<file path="src/rtl/snn_mac_pkg.sv">
// Shared constants and helpers for the SNN multiply-accumulate pipe.
// Optional saturation is enabled by defining SNN_MAC_SAT_EN.
package snn_mac_pkg;

    localparam int unsigned ACC_W_DEF = 26;

    // Exact width of a LANES-wide signed dot product of IN_W-bit operands.
    function automatic int unsigned prod_w(input int unsigned in_w, input int unsigned lanes);
        return 2 * in_w + $clog2(lanes);
    endfunction

    function automatic logic signed [63:0] sat_max(input int unsigned w);
        return (64'sd1 <<< (w - 1)) - 64'sd1;
    endfunction

    function automatic logic signed [63:0] sat_min(input int unsigned w);
        return -(64'sd1 <<< (w - 1));
    endfunction

endpackage

</file>
<file path="src/rtl/snn_mac_pipe_if.sv">
// Operand-beat and result handshake bundle for snn_mac_pipe.
// master = fetch/consumer side, slave = the MAC engine.
interface snn_mac_pipe_if
    import snn_mac_pkg::*;
#(
    parameter int unsigned IN_W  = 8,
    parameter int unsigned LANES = 1,
    parameter int unsigned ACC_W = ACC_W_DEF
);
    logic                     in_vld;
    logic                     in_rdy;
    logic                     in_last;
    logic [LANES*IN_W-1:0]    in1;
    logic [LANES*IN_W-1:0]    in2;
    logic signed [ACC_W-1:0]  acc;
    logic                     res_vld;
    logic                     res_rdy;
    logic signed [ACC_W-1:0]  res;
    logic                     res_ovf;

    modport master (
        output in_vld, in_last, in1, in2, res_rdy,
        input  in_rdy, acc, res_vld, res, res_ovf
    );

    modport slave (
        input  in_vld, in_last, in1, in2, res_rdy,
        output in_rdy, acc, res_vld, res, res_ovf
    );
endinterface

</file>
<file path="src/rtl/snn_mac_dot.sv">
// Combinational LANES-wide signed multiply and sum, feeding the stage-1 register.
module snn_mac_dot
    import snn_mac_pkg::*;
#(
    parameter int unsigned IN_W  = 8,
    parameter int unsigned LANES = 1,
    localparam int unsigned PW   = prod_w(IN_W, LANES)
) (
    input  logic [LANES*IN_W-1:0] in1,
    input  logic [LANES*IN_W-1:0] in2,
    output logic signed [PW-1:0]  sum
);
    logic signed [PW-1:0] a;
    logic signed [PW-1:0] b;

    // Operands are widened to PW first so the product and the sum never lose bits.
    always_comb begin
        sum = '0;
        a   = '0;
        b   = '0;
        for (int i = 0; i < int'(LANES); i++) begin
            a   = {{(PW-IN_W){in1[i*IN_W+IN_W-1]}}, in1[i*IN_W +: IN_W]};
            b   = {{(PW-IN_W){in2[i*IN_W+IN_W-1]}}, in2[i*IN_W +: IN_W]};
            sum = sum + a * b;
        end
    end
endmodule

</file>
<file path="src/rtl/snn_mac_pipe.sv">
// Two-stage pipelined signed dot-product accumulator with valid/ready result port.
// Define SNN_MAC_SAT_EN for saturating accumulation with sticky overflow reporting.
module snn_mac_pipe
    import snn_mac_pkg::*;
#(
    parameter int unsigned IN_W  = 8,
    parameter int unsigned LANES = 1,
    parameter int unsigned ACC_W = ACC_W_DEF
) (
    input  logic          clk,
    input  logic          rst_n,
    input  logic          clr_n,
    snn_mac_pipe_if.slave bus
);
    localparam int unsigned PW = prod_w(IN_W, LANES);

    if (ACC_W < PW) begin : g_acc_w_chk
        $error("snn_mac_pipe: ACC_W narrower than 2*IN_W+clog2(LANES)");
    end

    logic signed [PW-1:0]    dot_sum;
    logic                    stall, in_rdy, accept, fire;
    logic                    s1_vld_q, s1_vld_d, s1_last_q, s1_last_d;
    logic signed [ACC_W-1:0] s1_sum_q, s1_sum_d;
    logic signed [ACC_W-1:0] acc_q, acc_d, res_q, res_d;
    logic signed [ACC_W-1:0] sum_raw, nxt;
    logic                    res_vld_q, res_vld_d;

    snn_mac_dot #(
        .IN_W  (IN_W),
        .LANES (LANES)
    ) u_dot (
        .in1 (bus.in1),
        .in2 (bus.in2),
        .sum (dot_sum)
    );

    assign stall  = res_vld_q & ~bus.res_rdy;
    assign in_rdy = rst_n & clr_n & ~stall;
    assign accept = bus.in_vld & in_rdy;
    assign fire   = s1_vld_q & ~stall;

    assign sum_raw = acc_q + s1_sum_q;

`ifdef SNN_MAC_SAT_EN
    localparam logic signed [ACC_W-1:0] SAT_MAX = ACC_W'(sat_max(ACC_W));
    localparam logic signed [ACC_W-1:0] SAT_MIN = ACC_W'(sat_min(ACC_W));

    logic ovf_this, ovf_q, ovf_d, res_ovf_q, res_ovf_d;

    assign ovf_this = (acc_q[ACC_W-1] == s1_sum_q[ACC_W-1]) &&
                      (sum_raw[ACC_W-1] != acc_q[ACC_W-1]);
    assign nxt      = ovf_this ? (acc_q[ACC_W-1] ? SAT_MIN : SAT_MAX) : sum_raw;

    always_comb begin
        ovf_d     = ovf_q;
        res_ovf_d = res_ovf_q;
        if (!clr_n) begin
            ovf_d = 1'b0;
        end else if (fire) begin
            if (s1_last_q) begin
                res_ovf_d = ovf_q | ovf_this;
                ovf_d     = 1'b0;
            end else begin
                ovf_d = ovf_q | ovf_this;
            end
        end
    end

    always_ff @(posedge clk or negedge rst_n) begin
        if (!rst_n) begin
            ovf_q     <= 1'b0;
            res_ovf_q <= 1'b0;
        end else begin
            ovf_q     <= ovf_d;
            res_ovf_q <= res_ovf_d;
        end
    end

    assign bus.res_ovf = res_ovf_q;
`else
    assign nxt         = sum_raw;
    assign bus.res_ovf = 1'b0;
`endif

    // Stage 1 holds its contents while the result port is stalled.
    always_comb begin
        s1_vld_d  = s1_vld_q;
        s1_last_d = s1_last_q;
        s1_sum_d  = s1_sum_q;
        if (!clr_n) begin
            s1_vld_d = 1'b0;
        end else if (!stall) begin
            s1_vld_d = accept;
            if (accept) begin
                s1_last_d = bus.in_last;
                s1_sum_d  = ACC_W'(dot_sum);
            end
        end
    end

    always_comb begin
        acc_d     = acc_q;
        res_d     = res_q;
        res_vld_d = res_vld_q;
        if (res_vld_q && bus.res_rdy) begin
            res_vld_d = 1'b0;
        end
        if (fire) begin
            if (s1_last_q) begin
                res_d     = nxt;
                res_vld_d = 1'b1;
                acc_d     = '0;
            end else begin
                acc_d = nxt;
            end
        end
        if (!clr_n) begin
            acc_d     = '0;
            res_vld_d = 1'b0;
        end
    end

    always_ff @(posedge clk or negedge rst_n) begin
        if (!rst_n) begin
            s1_vld_q  <= 1'b0;
            s1_last_q <= 1'b0;
            s1_sum_q  <= '0;
            acc_q     <= '0;
            res_q     <= '0;
            res_vld_q <= 1'b0;
        end else begin
            s1_vld_q  <= s1_vld_d;
            s1_last_q <= s1_last_d;
            s1_sum_q  <= s1_sum_d;
            acc_q     <= acc_d;
            res_q     <= res_d;
            res_vld_q <= res_vld_d;
        end
    end

    assign bus.in_rdy  = in_rdy;
    assign bus.acc     = acc_q;
    assign bus.res     = res_q;
    assign bus.res_vld = res_vld_q;
endmodule

</file>
<file path="src/flat_wrapper.sv">
// flat-port wrapper written by rule: the top's interface ports become plain ports
module snn_mac_pipe_flat import snn_mac_pkg::*;
#(
    parameter int unsigned IN_W  = 8,
    parameter int unsigned LANES = 1,
    parameter int unsigned ACC_W = ACC_W_DEF
)
  (clk, rst_n, clr_n, bus_in_vld, bus_in_last, bus_in1, bus_in2, bus_res_rdy, bus_in_rdy, bus_acc, bus_res_vld, bus_res, bus_res_ovf);
  snn_mac_pipe_if #(.IN_W(IN_W), .LANES(LANES), .ACC_W(ACC_W)) bus_i ();
  input  logic clk;
  input  logic rst_n;
  input  logic clr_n;
  input wire logic [$bits(bus_i.in_vld)-1:0] bus_in_vld;
  input wire logic [$bits(bus_i.in_last)-1:0] bus_in_last;
  input wire logic [$bits(bus_i.in1)-1:0] bus_in1;
  input wire logic [$bits(bus_i.in2)-1:0] bus_in2;
  input wire logic [$bits(bus_i.res_rdy)-1:0] bus_res_rdy;
  output wire logic [$bits(bus_i.in_rdy)-1:0] bus_in_rdy;
  output wire logic [$bits(bus_i.acc)-1:0] bus_acc;
  output wire logic [$bits(bus_i.res_vld)-1:0] bus_res_vld;
  output wire logic [$bits(bus_i.res)-1:0] bus_res;
  output wire logic [$bits(bus_i.res_ovf)-1:0] bus_res_ovf;
  assign bus_i.in_vld = bus_in_vld;
  assign bus_i.in_last = bus_in_last;
  assign bus_i.in1 = bus_in1;
  assign bus_i.in2 = bus_in2;
  assign bus_i.res_rdy = bus_res_rdy;
  assign bus_in_rdy = bus_i.in_rdy;
  assign bus_acc = bus_i.acc;
  assign bus_res_vld = bus_i.res_vld;
  assign bus_res = bus_i.res;
  assign bus_res_ovf = bus_i.res_ovf;
  snn_mac_pipe #(.IN_W(IN_W), .LANES(LANES), .ACC_W(ACC_W)) u_core (.clk(clk), .rst_n(rst_n), .clr_n(clr_n), .bus(bus_i));
endmodule
</file>
<file path="config.mk">
export PLATFORM = sky130hd
export DESIGN_NAME = snn_mac_pipe_flat
export DESIGN_NICKNAME = d
export VERILOG_FILES = /design/src/rtl/snn_mac_pkg.sv /design/src/rtl/snn_mac_pipe_if.sv /design/src/rtl/snn_mac_dot.sv /design/src/rtl/snn_mac_pipe.sv /design/src/flat_wrapper.sv
export SDC_FILE = /design/constraint.sdc
export NUM_CORES = 1
export LEC_CHECK = 0
export ABC_AREA = 1
export BUFFER_PORTS_ARGS = -buffer_cell sky130_fd_sc_hd__buf_2
export CORE_MARGIN = 8
export CORE_UTILIZATION = 50
export CTS_CLUSTER_SIZE = 30
export DETAILED_ROUTE_END_ITERATION = 8
export PLACE_DENSITY = 0.72
export SYNTH_ARGS = -nofsm -noshare
export SYNTH_HDL_FRONTEND = slang
export SYNTH_SLANG_ARGS = --single-unit
</file>
<file path="constraint.sdc">
create_clock -name clk -period 1.75 [get_ports clk]
set_input_delay 0.175 -clock clk [delete_from_list [all_inputs] [get_ports clk]]
set_output_delay 0.175 -clock clk [all_outputs]
set_load 0.005 [all_outputs]
</file>
==> reports/results.tsv <==
metric	value	unit
# diodes	0	
sequential cell area fraction in the yosys report	0.244	
clk_lat worst skew	350	ps
Gate Count Post-Synth	1038	
CP Class	input port to flip-flop	
post-route antenna net violation count	0	
Final setup viols	44	
most frequent standard cell in the layout excluding fill and tap cells	sky130_fd_sc_hd__nand2_1	
RSZ-0062 raised after global routing	yes	
Hold Startpoint	bus_in_last	
setup slack of the worst register-to-register path	-260	ps
arrival time worst endpoint	3650	ps
fraction of the cycle the final worst path needs	1.96	
number of storage elements in the synthesis netlist	71	
r2r worst-path depth	11	
synth unique cells	34	
setup TNS	-21040	ps
Mapped Nets	1170	
Hold WC Path Type	input port to flip-flop	
Detailed Place HPWL	15600	µm
drt total wl	25000	µm
P_leak	5.94	nW
Core Box Area	14400	µm²
cell class contributing the biggest share of worst-path delay	adder cells	
Pwr Density	1330	nW/µm²
sum of overflow across all layers after global routing	0	
smallest setup slack after layout	-1680	ps
CTS root buf	sky130_fd_sc_hd__clkbuf_16	
Critical Path Most Common Cell	sky130_fd_sc_hd__fa_1	
layout cells sized above 1	0.431	
Design Power	14.7	mW
total number of clock tree sinks	71	
Top FF cell, synth	sky130_fd_sc_hd__dfrtp_1	
Port Buf Inserts	75	
Max-Slew Margin vs Limit	0.663	
max-capacitance violation count	0	
biggest fanout along the worst timing path	6	
r2r startpoint	u_core.s1_sum_q[0]	
Buffers & Inverters on Critical Path	6	
number of clock buffers inserted by TritonCTS	9	
pin count of the biggest net entering global routing	39	
final count of pins violating max slew	0	
Avg Synthesized Cell Area	7.00	µm²
highest clock rate	0.292	GHz
post-detailed-route DRC marker count	0	
RD Place Congestion	0.900	
Cell Area, Synth	7270	µm²
first-pass detailed-route iteration total	5	
Die Area	18700	µm²
number of global-route vias before repair	7415	
actual slew at the worst max-slew pin	505	ps
filler instances	919	
clock period minus final worst setup slack	3430	ps
total via count in the routed design	7689	
endpoints failing hold	0	
peak supply drop	0.998	mV
signed area change from the synthesized netlist to the final layout	51.4	%
Clock Path Buffers	2	
clock transition at the registers of the reported paths	60	ps
worst-case hold path end point	u_core.s1_last_q	
clock tree from TritonCTS	yes	
failing checks	negative setup slack	
number of antenna violations at the first check in global routing	0	
crit path launch type	input port	
status	finished, violations left	
overall fraction of global-route tracks in use	0.238	
Top-Level Pins	77	
first-pass GRT wire length	35600	µm
Via density	5.40	
Synthesis Warnings	0	
number of DRC violations after detailed-routing iteration 0	696	
count of H-tree levels built during CTS	3	
starting utilization of the core area	0.506	
cell-by-cell listing of the critical path	buf_8, clkinv_8, buf_6, fa_2, inv_2, fa_1, inv_1, fa_1, fa_1, inv_2, ha_4, nand2_4, nor2_4, a21o_1, a21oi_2, o21ai_1, nand2_1	
routed len/inst	17.6	µm
fraction of registers with async set/reset	1.00	
leading cell types in the layout, fill and taps excluded	279 x sky130_fd_sc_hd__nand2_1, 182 x sky130_fd_sc_hd__inv_1, 115 x sky130_fd_sc_hd__buf_4	
Die Height	137	µm
number of enable flip-flop cells after synthesis	0	
slowest cell delay on critical path	550	ps
standard-cell rows	44	
Critical Path RT	1970	ps
Slowest-stage cell, CP	sky130_fd_sc_hd__fa_1	
Post-layout nets	1366	
die width	137	µm
final worst clock skew	12.3	ps
worst hold stages	3	
kind of end point of the critical path	flip-flop	
critical register-to-register path endpoint	u_core.bus.acc[24]	
metrics by stage:
step,util,std cells,hold slack [ps],area (µm²),setup WS [ps]
2_1_floorplan,-,1038,-121,7790,-1850
3_3_place_gp,0.622,1376,309,8930,-2060
3_5_place_dp,0.622,1376,306,8930,-2140
4_1_cts,0.717,1408,61.2,10300,-1650
5_1_grt,0.766,1423,82.6,11000,-1810
6_report,0.766,1423,58.7,11000,-1680
repair_timing:
item                       CTS  global route
gates resized for setup    200           144
pin swaps                  116           100
setup buffers               15            15
hold buffers                 1             0
setup endpoints to repair   51            58
hold endpoints to repair    71             0
cell families after synthesis:
kind of cell             count (synthesis)  share of synthesized area
AND/OR/NAND/NOR                        515                      0.302
buffers and inverters                  252                      0.133
adder cells (fa/ha/maj)                110                      0.247
AO/OA/AOI/OAI                           75                     0.0556
flip-flops                              71                      0.244
XOR/XNOR                                14                     0.0169
other                                    1                   0.000516
state kept, by name, summed over array words and instances, names as in the netlist:
signal / flops
u_core.bus.acc: 26
u_core.bus.res: 26
u_core.bus.res_vld: 1
u_core.s1_last_q: 1
u_core.s1_sum_q: 16
u_core.s1_vld_q: 1
cell usage after synthesis (4+ instances only):
cell type / count / area, µm²
sky130_fd_sc_hd__a21oi_1: 26 / 130
sky130_fd_sc_hd__buf_2: 10 / 50.1
sky130_fd_sc_hd__clkbuf_1: 15 / 56.3
sky130_fd_sc_hd__dfrtp_1: 71 / 1780
sky130_fd_sc_hd__fa_1: 56 / 1120
sky130_fd_sc_hd__ha_1: 54 / 676
sky130_fd_sc_hd__inv_1: 213 / 800
sky130_fd_sc_hd__inv_2: 9 / 33.8
sky130_fd_sc_hd__nand2_1: 363 / 1360
sky130_fd_sc_hd__nand2_2: 7 / 43.8
sky130_fd_sc_hd__nand3_1: 60 / 300
sky130_fd_sc_hd__nand3_2: 5 / 50.1
sky130_fd_sc_hd__nand3b_1: 5 / 37.5
sky130_fd_sc_hd__nand4_1: 13 / 81.3
sky130_fd_sc_hd__nor2_1: 32 / 120
sky130_fd_sc_hd__nor2_2: 14 / 87.6
sky130_fd_sc_hd__o21ai_0: 31 / 155
sky130_fd_sc_hd__o21ai_1: 9 / 45.0
sky130_fd_sc_hd__or2_1: 4 / 25.0
sky130_fd_sc_hd__or2_2: 4 / 25.0
sky130_fd_sc_hd__xnor2_1: 7 / 61.3
sky130_fd_sc_hd__xor2_1: 7 / 61.3
where the power goes:
part / internal (mW) / switching, mW
clock network: 1.15 / 0.773
registers: 2.11 / 0.368
logic: 4.70 / 5.57
metal layers:
| metal | up-vias | share of wire | global-route usage |
|---|---|---|---|
| li1 | 3519 | - | - |
| met4 | 0 | 0.036 | 0.0567 |
| met5 | - | 0 | 0 |
| met3 | 102 | 0.081 | 0.0367 |
| met2 | 393 | 0.49 | 0.402 |
| met1 | 3675 | 0.39 | 0.312 |
worst max path at each step:
stage / slack (ps) / endpoint / depth (start not counted) / startpoint
after floorplan: -1850 / u_core.s1_sum_q[14] / 19 / bus_in1[7]
after global placement: -2060 / u_core.s1_sum_q[15] / 17 / bus_in1[7]
after detailed placement: -2140 / u_core.s1_sum_q[14] / 19 / bus_in1[7]
after CTS: -1650 / u_core.s1_sum_q[14] / 17 / bus_in1[7]
after global routing: -1810 / u_core.s1_sum_q[14] / 17 / bus_in1[7]
final: -1680 / u_core.s1_sum_q[11] / 17 / bus_in2[7]
final cells by class:
type / count / area (µm²) / share of cell area
Tap cell: 184 / 230 / 0.0209
Timing Repair Buffer: 213 / 1650 / 0.150
Clock inverter: 6 / 67.6 / 0.00614
Clock buffer: 10 / 239 / 0.0217
Sequential cell: 71 / 1780 / 0.162
Multi-Input combinational cell: 715 / 6160 / 0.560
Inverter: 224 / 871 / 0.0791
worst reg2reg max path, delay by kind of cell (launching register included):
kind          cells  cell delay (ps)
simple gates      9              900
flops             1              420
fa+ha+maj         2              610
Note: power is estimated with default switching activity, not from simulation.
